**src/rtl/rename_free_list_if.sv**
```systemverilog
// Rename/commit/free bus between the resolver and the physical-tag free list.
interface rename_free_list_if #(
    parameter int TAG_W = 6,
    parameter int CNT_W = 6
);
    logic [1:0]            alloc_req;
    logic [1:0][TAG_W-1:0] alloc_tag;
    logic                  alloc_grant;
    logic                  stall;
    logic [1:0]            commit_alloc;
    logic [1:0]            free_valid;
    logic [1:0][TAG_W-1:0] free_tag;
    logic                  flush;
    logic [CNT_W-1:0]      free_count;
    logic                  err;

    modport master (
        output alloc_req, commit_alloc, free_valid, free_tag, flush,
        input  alloc_tag, alloc_grant, stall, free_count, err
    );

    modport slave (
        input  alloc_req, commit_alloc, free_valid, free_tag, flush,
        output alloc_tag, alloc_grant, stall, free_count, err
    );
endinterface

```
**src/rtl/rename_free_list.sv**
```systemverilog
// Circular physical-tag free list: same-cycle all-or-nothing grant of up to 2 tags, stall when short,
// commit-point rollback on flush. Define RENAME_FREE_LIST_CHECK_EN for the sticky consistency error.
module rename_free_list #(
    parameter int ARCH_REGS = 32,
    parameter int PHYS_REGS = 64,
    parameter int TAG_W     = $clog2(PHYS_REGS)
) (
    input  logic            clk,
    input  logic            reset_n,
    rename_free_list_if.slave bus
);
    localparam int DEPTH = PHYS_REGS - ARCH_REGS;
    localparam int CNT_W = $clog2(DEPTH + 1);
    localparam int PTR_W = (DEPTH > 1) ? $clog2(DEPTH) : 1;

    typedef logic [TAG_W-1:0] tag_t;
    typedef logic [PTR_W-1:0] ptr_t;
    typedef logic [CNT_W-1:0] cnt_t;

    tag_t mem [DEPTH];
    ptr_t head, c_head, tail;
    cnt_t cnt, c_cnt;

    // DEPTH need not be a power of two, so wrap by compare rather than by truncation.
    function automatic ptr_t ptr_add(input ptr_t p, input logic [1:0] n);
        logic [PTR_W:0] s;
        s = {1'b0, p} + (PTR_W+1)'(n);
        if (s >= (PTR_W+1)'(DEPTH))
            s = s - (PTR_W+1)'(DEPTH);
        return s[PTR_W-1:0];
    endfunction

    logic [1:0] n_req, n_take, n_free, n_commit;
    logic       grant, stall;
    ptr_t       head1, wr1, head_nxt, c_head_nxt;
    cnt_t       cnt_nxt, c_cnt_nxt;
    logic [1:0][TAG_W-1:0] tag;

    assign n_req    = {1'b0, bus.alloc_req[0]}    + {1'b0, bus.alloc_req[1]};
    assign n_free   = {1'b0, bus.free_valid[0]}   + {1'b0, bus.free_valid[1]};
    assign n_commit = {1'b0, bus.commit_alloc[0]} + {1'b0, bus.commit_alloc[1]};

    assign grant  = (n_req != 2'd0) && (cnt >= cnt_t'(n_req)) && !bus.flush;
    assign stall  = (n_req != 2'd0) && (cnt <  cnt_t'(n_req)) && !bus.flush;
    assign n_take = grant ? n_req : 2'd0;

    assign head1 = ptr_add(head, 2'd1);
    assign wr1   = bus.free_valid[0] ? ptr_add(tail, 2'd1) : tail;

    always_comb begin
        tag = '0;
        if (grant) begin
            if (bus.alloc_req[0]) begin
                tag[0] = mem[head];
                if (bus.alloc_req[1])
                    tag[1] = mem[head1];
            end else begin
                tag[1] = mem[head];
            end
        end
    end

    // Flush restores the committed view, including this cycle's commits and frees.
    assign c_head_nxt = ptr_add(c_head, n_commit);
    assign c_cnt_nxt  = c_cnt - cnt_t'(n_commit) + cnt_t'(n_free);
    assign head_nxt   = bus.flush ? c_head_nxt : ptr_add(head, n_take);
    assign cnt_nxt    = bus.flush ? c_cnt_nxt  : cnt - cnt_t'(n_take) + cnt_t'(n_free);

    always_ff @(posedge clk or negedge reset_n) begin
        if (!reset_n) begin
            for (int i = 0; i < DEPTH; i++)
                mem[i] <= tag_t'(ARCH_REGS + i);
            head   <= '0;
            c_head <= '0;
            tail   <= '0;
            cnt    <= cnt_t'(DEPTH);
            c_cnt  <= cnt_t'(DEPTH);
        end else begin
            if (bus.free_valid[0])
                mem[tail] <= bus.free_tag[0];
            if (bus.free_valid[1])
                mem[wr1] <= bus.free_tag[1];
            head   <= head_nxt;
            c_head <= c_head_nxt;
            tail   <= ptr_add(tail, n_free);
            cnt    <= cnt_nxt;
            c_cnt  <= c_cnt_nxt;
        end
    end

    assign bus.alloc_grant = grant;
    assign bus.stall       = stall;
    assign bus.alloc_tag   = tag;
    assign bus.free_count  = cnt;

`ifdef RENAME_FREE_LIST_CHECK_EN
    logic err_q;
    logic bad;

    always_comb begin
        bad = ({1'b0, c_cnt} + (CNT_W+1)'(n_free) > (CNT_W+1)'(DEPTH))
           || ({1'b0, c_cnt} < {1'b0, cnt} + (CNT_W+1)'(n_commit))
           || (bus.free_valid[0] && (bus.free_tag[0] == '0))
           || (bus.free_valid[1] && (bus.free_tag[1] == '0))
           || ((&bus.free_valid) && (bus.free_tag[0] == bus.free_tag[1]));
    end

    always_ff @(posedge clk or negedge reset_n) begin
        if (!reset_n)
            err_q <= 1'b0;
        else
            err_q <= err_q | bad;
    end

    assign bus.err = err_q;
`else
    assign bus.err = 1'b0;
`endif
endmodule

```
**src/flat_wrapper.sv**
```systemverilog
// flat-port wrapper written by rule: the top's interface ports become plain ports
module rename_free_list_flat 
#(
    parameter int ARCH_REGS = 32,
    parameter int PHYS_REGS = 64,
    parameter int TAG_W     = $clog2(PHYS_REGS)
)
  (clk, reset_n, bus_alloc_req, bus_commit_alloc, bus_free_valid, bus_free_tag, bus_flush, bus_alloc_tag, bus_alloc_grant, bus_stall, bus_free_count, bus_err);
  rename_free_list_if #(.TAG_W(TAG_W), .CNT_W(6)) bus_i ();
  input  logic clk;
  input  logic reset_n;
  input wire logic [$bits(bus_i.alloc_req)-1:0] bus_alloc_req;
  input wire logic [$bits(bus_i.commit_alloc)-1:0] bus_commit_alloc;
  input wire logic [$bits(bus_i.free_valid)-1:0] bus_free_valid;
  input wire logic [$bits(bus_i.free_tag)-1:0] bus_free_tag;
  input wire logic [$bits(bus_i.flush)-1:0] bus_flush;
  output wire logic [$bits(bus_i.alloc_tag)-1:0] bus_alloc_tag;
  output wire logic [$bits(bus_i.alloc_grant)-1:0] bus_alloc_grant;
  output wire logic [$bits(bus_i.stall)-1:0] bus_stall;
  output wire logic [$bits(bus_i.free_count)-1:0] bus_free_count;
  output wire logic [$bits(bus_i.err)-1:0] bus_err;
  assign bus_i.alloc_req = bus_alloc_req;
  assign bus_i.commit_alloc = bus_commit_alloc;
  assign bus_i.free_valid = bus_free_valid;
  assign bus_i.free_tag = bus_free_tag;
  assign bus_i.flush = bus_flush;
  assign bus_alloc_tag = bus_i.alloc_tag;
  assign bus_alloc_grant = bus_i.alloc_grant;
  assign bus_stall = bus_i.stall;
  assign bus_free_count = bus_i.free_count;
  assign bus_err = bus_i.err;
  rename_free_list #(.ARCH_REGS(ARCH_REGS), .PHYS_REGS(PHYS_REGS), .TAG_W(TAG_W)) u_core (.clk(clk), .reset_n(reset_n), .bus(bus_i));
endmodule
```
**config.mk**
```make
export PLATFORM = sky130hd
export DESIGN_NAME = rename_free_list_flat
export DESIGN_NICKNAME = d
export VERILOG_FILES = /design/src/rtl/rename_free_list_if.sv /design/src/rtl/rename_free_list.sv /design/src/flat_wrapper.sv
export SDC_FILE = /design/constraint.sdc
export NUM_CORES = 1
export LEC_CHECK = 0
export BUFFER_PORTS_ARGS = -buffer_cell sky130_fd_sc_hd__buf_2
export CAP_MARGIN = 30
export CORE_ASPECT_RATIO = 0.5
export CORE_MARGIN = 10
export CORE_UTILIZATION = 55
export CTS_CLUSTER_SIZE = 10
export DETAILED_ROUTE_END_ITERATION = 7
export HOLD_SLACK_MARGIN = 0.1
export PLACE_DENSITY = 0.83
export SLEW_MARGIN = 20
export SYNTH_ARGS = -nofsm -noshare
export SYNTH_HDL_FRONTEND = slang
export SYNTH_SLANG_ARGS = --single-unit
```
**constraint.sdc**
```tcl
create_clock -name clk -period 3.2 [get_ports clk]
set_input_delay 0.64 -clock clk [delete_from_list [all_inputs] [get_ports clk]]
set_output_delay 0.64 -clock clk [all_outputs]
set_load 0.01 [all_outputs]
```
# Word level (Yosys, flattened, before mapping)
# Cells that the tools add are included.
[totals] regBits=219 inputBits=21 output_inout_bits=21 wordCells=106
[op_classes] addsub=17 magnitude_cmp=13 mux=27 n_bitwise=4 n_reduce_logical=8
[op_table] operator="$bwmux W192" count=2
[op_table] operator="$mux W192" count=2
[op_table] operator="$bmux W6 S5" count=2
[op_table] operator="$demux W6 S5" count=2
[op_table] operator="$mux W6" count=10
[op_table] operator="$ge A6 B6 Y1 const B" count=9
[op_table] operator="$mux W5" count=7
[op_table] operator="$sub A5 B1 Y5 const B" count=5
[op_table] operator="$not A5 Y6" count=4
[op_table] operator="$add A5 B2 Y6" count=3
[op_table] operator="$add A5 B1 Y6 const B" count=2
[op_table] operator="$add A6 B2 Y6" count=2
[op_table] operator="$lt A6 B1 Y1 const B" count=2
[op_table] operator="$mux W12" count=1
[op_table] operator="$sub A6 B2 Y6" count=2
[op_table] operator="$add A1 B1 Y2" count=3
[op_table] operator="$ge A6 B2 Y1" count=1
[op_table] operator="$logic_and A1 B1 Y1" count=6
[op_table] operator="$lt A6 B2 Y1" count=1
[op_table] operator="$mux W2" count=1
[op_table] operator="$reduce_bool A2 Y1" count=1
[op_table] operator="$logic_not A1 Y1" count=1

# Depth between registers and ports, before layout
[logic_depth] depth_word=11 depth_mapped=18 ltp_nobuf=18

# Worst setup path after synthesis
# No wires, ideal clock.
[synth_path] kind="in2reg" start="input bus_alloc_req[0]" end="register u_core.cnt[5] (netlist: u_core.bus.free_count[5])" setup_ns=0.082 arrival_time_ns=3.834 t_required_ns=3.118 slack_ns=-0.716 stages=18 path_buffers=0 cell_sequence="inv_1 ha_1 ha_1 nor2b_1 o21ai_0 a21bo_2 a311oi_2 nand2_1 inv_1 fa_1 inv_1 ha_1 a21o_1 a21oi_1 o21bai_1 a21oi_1 xor2_1 mux2_2"
[synth_via] elab_chain_cells=8 elab_cells_between_ends=9 cone_classes="3 x add/sub; 1 x order compare; 2 x mux; 3 x reduce/logical"
[synth_lines] item="start: declaration" line="flat_wrapper.sv:12" text="input wire logic [$bits(bus_i.alloc_req)-1:0] bus_alloc_req;"
[synth_lines] item="$add A1 B1 Y2 *" line="rename_free_list.sv:39" text="assign n_req = {1'b0, bus.alloc_req[0]} + {1'b0, bus.alloc_req[1]};"
[synth_lines] item="$ge A6 B2 Y1 / $reduce_bool A2 Y1 (equally long branches)" line="rename_free_list.sv:43" text="assign grant = (n_req != 2'd0) && (cnt >= cnt_t'(n_req)) && !bus.flush;"
[synth_lines] item="$logic_and A1 B1 Y1 * (2 in a row)" line="rename_free_list.sv:43"
[synth_lines] item="net bus_alloc_grant" line="flat_wrapper.sv:18" text="output wire logic [$bits(bus_i.alloc_grant)-1:0] bus_alloc_grant;"
[synth_lines] item="$mux W2 *" line="rename_free_list.sv:45" text="assign n_take = grant ? n_req : 2'd0;"
[synth_lines] item="$sub A6 B2 Y6 *" line="rename_free_list.sv:67" text="assign cnt_nxt = bus.flush ? c_cnt_nxt : cnt - cnt_t'(n_take) + cnt_t'(n_free);"
[synth_lines] item="$add A6 B2 Y6 *" line="rename_free_list.sv:67"
[synth_lines] item="$mux W6 *" line="rename_free_list.sv:67"
[synth_lines] item="net u_core.cnt_nxt[5]" line="rename_free_list.sv:36" text="cnt_t cnt_nxt, c_cnt_nxt;"
[synth_lines] item="end signal: assignment" line="rename_free_list.sv:76" text="cnt <= cnt_t'(DEPTH);"
[synth_lines] item="end signal: assignment" line="rename_free_list.sv:86" text="cnt <= cnt_nxt;"
[synth_lines] item="end: declaration" line="rename_free_list.sv:22" text="cnt_t cnt, c_cnt;"
# Mark *: on every way through the listed nets, which the timed path passes. The rest lies on a longest branch.

# Worst setup path after layout
[layout_path] start="register u_core.head[0]" end="output bus_alloc_tag[7]"
[layout_via] elab_chain_cells=10 elab_cells_between_ends=15 cone_classes="2 x add/sub; 1 x order compare; 10 x mux; 2 x bitwise"
[layout_lines] item="start: declaration" line="rename_free_list.sv:21" text="ptr_t head, c_head, tail;"
[layout_lines] item="start signal: assignment" line="rename_free_list.sv:83" text="head <= head_nxt;"
[layout_lines] item="$add A5 B1 Y6" line="rename_free_list.sv:27" text="s = {1'b0, p} + (PTR_W+1)'(n);"
[layout_lines] item="$sub A5 B1 Y5 / $ge A6 B6 Y1 (equally long branches)" line="rename_free_list.sv:29, rename_free_list.sv:28"
[layout_lines] item="$mux W5" line="rename_free_list.sv:28" text="if (s >= (PTR_W+1)'(DEPTH))"
[layout_lines] item="$not A5 Y6 (not written as such)" line="rename_free_list.sv:56" text="tag[1] = mem[head1];"
[layout_lines] item="$bmux W6 S5" line="rename_free_list.sv:56"
[layout_lines] item="$mux W6 (not written as such) (2 in a row)" line="rename_free_list.sv:56"
[layout_lines] item="$mux W6" line="rename_free_list.sv:55" text="if (bus.alloc_req[1])"
[layout_lines] item="$mux W6 *" line="rename_free_list.sv:53" text="if (bus.alloc_req[0]) begin"
[layout_lines] item="$mux W12 *" line="rename_free_list.sv:52" text="if (grant) begin"
[layout_lines] item="end: declaration" line="flat_wrapper.sv:17" text="output wire logic [$bits(bus_i.alloc_tag)-1:0] bus_alloc_tag;"
# Every way passes the cells marked *; elsewhere a longest branch is shown, timed or not. The select of a mux whose other input is x is not followed.

==> results.txt <==
----------------------------------------------------
[Yosys]
  Number of register bits inferred by synthesis ... 219
  Largest area contributor in the synthesized netlist ... sky130_fd_sc_hd__dfstp_2
  Dominant combinational cell family by area after synthesis ... multiplexers
  Post-synth ARST share ... 100.0%
  Register area share after synthesis ... 37.46%
  Distinct cell type count of the synthesized netlist ... 59
  Post-synthesis average cell area ... 11.07 um2
  Most used DFF post-synth ... sky130_fd_sc_hd__dfstp_2
  Number of instances in the synthesized netlist ... 1356
  Synth Warn # ... 0
  Number of nets produced by synthesis ... 1417
  Adder-cell share of the synthesized area ... 3.684%
  Synth Area in Compound Gates ... 8.936%
  Most frequently used cell type in the post-synthesis netlist ... sky130_fd_sc_hd__mux2i_1
  Post-Synthesis Cell Area ... 0.01501 mm2
  Multiplexer area fraction after synthesis ... 34.84%
  Share of the synthesized area in the top cell type ... 19.95%
  Number of flops mapped to enable cells by yosys ... 0
  Commonest cells in the netlist ... sky130_fd_sc_hd__mux2i_1, sky130_fd_sc_hd__nand2_1, sky130_fd_sc_hd__dfstp_2, sky130_fd_sc_hd__mux2_2, sky130_fd_sc_hd__dfrtp_1
  Xor and xnor area share after synthesis ... 1.217%
  Top area cells in the synthesized netlist ... sky130_fd_sc_hd__dfstp_2, sky130_fd_sc_hd__dfrtp_1, sky130_fd_sc_hd__mux2i_1
  Basic-gate share of the synthesized area counting and, or, nand and nor cells ... 9.161%

[Floorplan]
  Number of placement rows ... 42
  Top-level port count ... 42
  Standard cell core area ... 0.02664 mm2
  Die height ... 136.8 um
  Area of the die ... 0.03470 mm2
  X dimension of the die ... 253.6 um
  Effective utilization at floorplan ... 56.34%

[Setup path]
  R2r setup slk ... -0.06 ns
  R2R Path Start ... u_core.bus.free_count[1]
  Startpoint types ... flop
  Data arrival, critical path ... 3.07 ns
  Worst-case reg-to-reg path depth ... 16
  Endpoint of the most critical register-to-register path ... u_core.bus.free_count[5]
  CP Capture Type ... primary output
  Worst Path Required ... 2.56 ns
  Maximum fanout encountered on the critical timing path ... 7
  Critical path class ... reg2out

[Outcome]
  Outcome ... complete, but fails checks
  Failing checks ... setup timing

[Final layout]
  Layout Area Growth over Synthesis ... 15.20%
  Final #Nets ... 1479
  Layout filler cell count ... 1913
  Share of final-layout standard cells stronger than drive strength 1 ... 38.55%
  Post-route cell area ... 0.01729 mm2
  Core Util, Final ... 64.90%
  Diodes inserted ... 0

[Place]
  HPWL Detailed ... 33710 um
  Worst slack, placed ... -0.6590 ns
  Number of port buffers ... 40
  Post-Place Cell Area ... 0.01598 mm2
  Final GP Congestion ... 1.014

[STA]
  Final number of setup-violating endpoints ... 13
  Worst slew slack as a fraction of its limit ... 26.90%
  Final hold violation count ... 0
  Fmax ... 269.7 MHz
  Min cycle time layout ... 3.707 ns
  PnR worst setup slack ... -0.5075 ns
  Slew Limit Fails ... 0
  Setup clock skew after layout ... 0.01373 ns
  Worst-case hold slack ... 0.1489 ns
  Unrepaired setup endpoints after global routing ... yes
  Slew at the pin closest to its max-slew limit ... 1.097 ns
  Fin crit share ... 115.9%

[GRT]
  Global Route Usage Sum ... 27.71%
  Vias in the first global route ... 12131
  Wire length of the first global-routing pass ... 73820 um
  Maximum number of pins on one net before global-route repair ... 83
  Initial antenna violation count ... 0
  Leftover overflow at the end of global routing ... 0

[Routing]
  First-pass DRT Iterations ... 5
  Drt drc ... 0
  Routed WL ... 48540 um
  Detail Route Antenna Nets ... 0
  Average via count per standard cell ... 6.840
  Number of DRC markers after the initial detailed-route iteration ... 1784
  Routed WL per cell ... 27.13 um
  Count of vias placed by the detailed router ... 12237

[Power and ir drop]
  Worst VDD drop ... 0.5730 mV
  Total power per unit cell area ... 1273 mW/mm2
  Leakage ... 0.007110 uW
  Final Total Pwr ... 22000 uW

[Flow run]
  Number of maximum-capacitance violations ... 0

[Worst hold path]
  Worst min-delay path category ... in2async

[Clock tree]
  Clock buffer depth ... 3
  Cts hold-fix bufs ... 0
  Skew-Pair Late Insertion Delay ... 0.55 ns
  H-tree depth ... 1
  Clock root cell ... sky130_fd_sc_hd__clkbuf_16
  Post-CTS clock slew at the launch and capture registers of the worst setup and hold paths ... 0.06 ns
  Clock tree from TritonCTS ... built
  Number of buffers created by CTS ... 25
  Clock tree sinks ... 219

----------------------------------------------------
-- final cells by class --
class	count	area, um2	area share, %
Tap cell	352	440.4	2.547
Clock inverter	1	8.758	0.05065
Sequential cell	219	5627	32.54
Timing Repair Buffer	146	1281	7.410
Clock buffer	45	700.7	4.052
Inverter	39	146.4	0.8466
Multi-Input combinational cell	987	9087	52.55
-- how the worst max path moves through the flow --
| stage | cells after the start | slack [ns] | end | startpoint |
|---|---|---|---|---|
| floorplan | 18 | -0.43 | u_core.bus.free_count[5] | bus_alloc_req[0] |
| global placement | 19 | -0.54 | u_core.bus.free_count[5] | bus_alloc_req[0] |
| detailed placement | 19 | -0.66 | u_core.bus.free_count[5] | bus_alloc_req[0] |
| CTS | 9 | -0.49 | bus_alloc_tag[10] | u_core.head[0] |
| global route | 9 | -0.56 | bus_alloc_tag[10] | u_core.head[0] |
| finish | 9 | -0.51 | bus_alloc_tag[7] | u_core.head[0] |
-- repair_timing --
item                                   CTS  global route
endpoints found under the hold margin    0             0
setup endpoints to repair               14            15
setup buffers                            4             9
resized for setup                       48            41
pin swaps                               12            11
cloned                                   3             1
-- worst max-delay path: stages (launching register included) --
cell and delay [ns]:
sky130_fd_sc_hd__dfrtp_4 0.51, sky130_fd_sc_hd__ha_4 0.34, sky130_fd_sc_hd__buf_6 0.15, sky130_fd_sc_hd__buf_16 0.15
sky130_fd_sc_hd__mux4_2 0.49, sky130_fd_sc_hd__mux2_4 0.30, sky130_fd_sc_hd__o22ai_2 0.18, sky130_fd_sc_hd__a221oi_2 0.06
sky130_fd_sc_hd__a22o_1 0.20, sky130_fd_sc_hd__buf_2 0.14
-- placed cells by master (no fill, tap or decap), types with 7 or more instances in the layout --
cell type | Yosys | routed
sky130_fd_sc_hd__xor2_1 | 7 | 7
sky130_fd_sc_hd__nor2_2 | 15 | 16
sky130_fd_sc_hd__clkbuf_1 | 54 | 20
sky130_fd_sc_hd__buf_4 | 7 | 73
sky130_fd_sc_hd__mux2_4 | 0 | 10
sky130_fd_sc_hd__ha_4 | 0 | 7
sky130_fd_sc_hd__nand3_1 | 18 | 18
sky130_fd_sc_hd__mux2_1 | 9 | 9
sky130_fd_sc_hd__dfrtp_1 | 105 | 104
sky130_fd_sc_hd__xnor2_1 | 12 | 12
sky130_fd_sc_hd__a21o_1 | 7 | 7
sky130_fd_sc_hd__mux4_2 | 74 | 77
sky130_fd_sc_hd__nor3_1 | 12 | 12
sky130_fd_sc_hd__a22o_1 | 9 | 9
sky130_fd_sc_hd__inv_1 | 38 | 33
sky130_fd_sc_hd__o21ai_1 | 13 | 15
sky130_fd_sc_hd__buf_2 | 35 | 43
sky130_fd_sc_hd__clkbuf_16 | 0 | 26
sky130_fd_sc_hd__nand2_1 | 143 | 137
sky130_fd_sc_hd__buf_6 | 7 | 9
sky130_fd_sc_hd__mux4_1 | 16 | 13
sky130_fd_sc_hd__mux2i_1 | 179 | 171
sky130_fd_sc_hd__dfstp_2 | 114 | 114
sky130_fd_sc_hd__buf_12 | 1 | 13
sky130_fd_sc_hd__nor2_1 | 80 | 79
sky130_fd_sc_hd__mux2_2 | 111 | 101
sky130_fd_sc_hd__a21oi_1 | 73 | 70
sky130_fd_sc_hd__o21ai_0 | 76 | 74
sky130_fd_sc_hd__a221oi_2 | 0 | 16
sky130_fd_sc_hd__ha_1 | 33 | 25
sky130_fd_sc_hd__nor2b_1 | 9 | 8
-- layer usage --
layer	global-route usage [%]	vias up	part of all wire, %
met4	11.47	0	4.3
met3	6.455	167	12
met2	43.56	899	45
li1	-	5101	-
met5	0	-	0
met1	36.57	6070	39
-- logic make-up (layout without fill, tap and decap cells) --
| logic type | count (synthesis) | count (layout) |
|---|---|---|
| adder cells (fa/ha/maj) | 40 | 40 |
| other | 1 | 1 |
| XOR/XNOR | 20 | 20 |
| AND/OR/NAND/NOR | 311 | 311 |
| buffers and inverters | 150 | 231 |
| AO/OA/AOI/OAI | 226 | 226 |
| multiplexers | 389 | 389 |
| flip-flops | 219 | 219 |
-- state kept, by name (all words and copies together), names as in the netlist --
| signal | count |
|---|---|
| u_core.mem | 192 |
| u_core.bus.free_count | 6 |
| u_core.c_cnt | 6 |
| u_core.c_head | 5 |
| u_core.head | 5 |
| u_core.tail | 5 |
-- where the power goes --
group | switching, uW | internal [uW]
Clock | 1190 | 1470
Sequential | 1470 | 4650
Combinational | 6400 | 6830
-- stage by stage --
step           instances  setup TNS [ns]
3_5_place_dp        1726          -3.541
6_report            1789          -4.588
4_1_cts             1779          -5.063
5_1_grt             1789          -5.374
2_1_floorplan       1356         -0.7600
3_3_place_gp        1722          -2.515
Note: power is estimated with default switching activity, not from simulation.
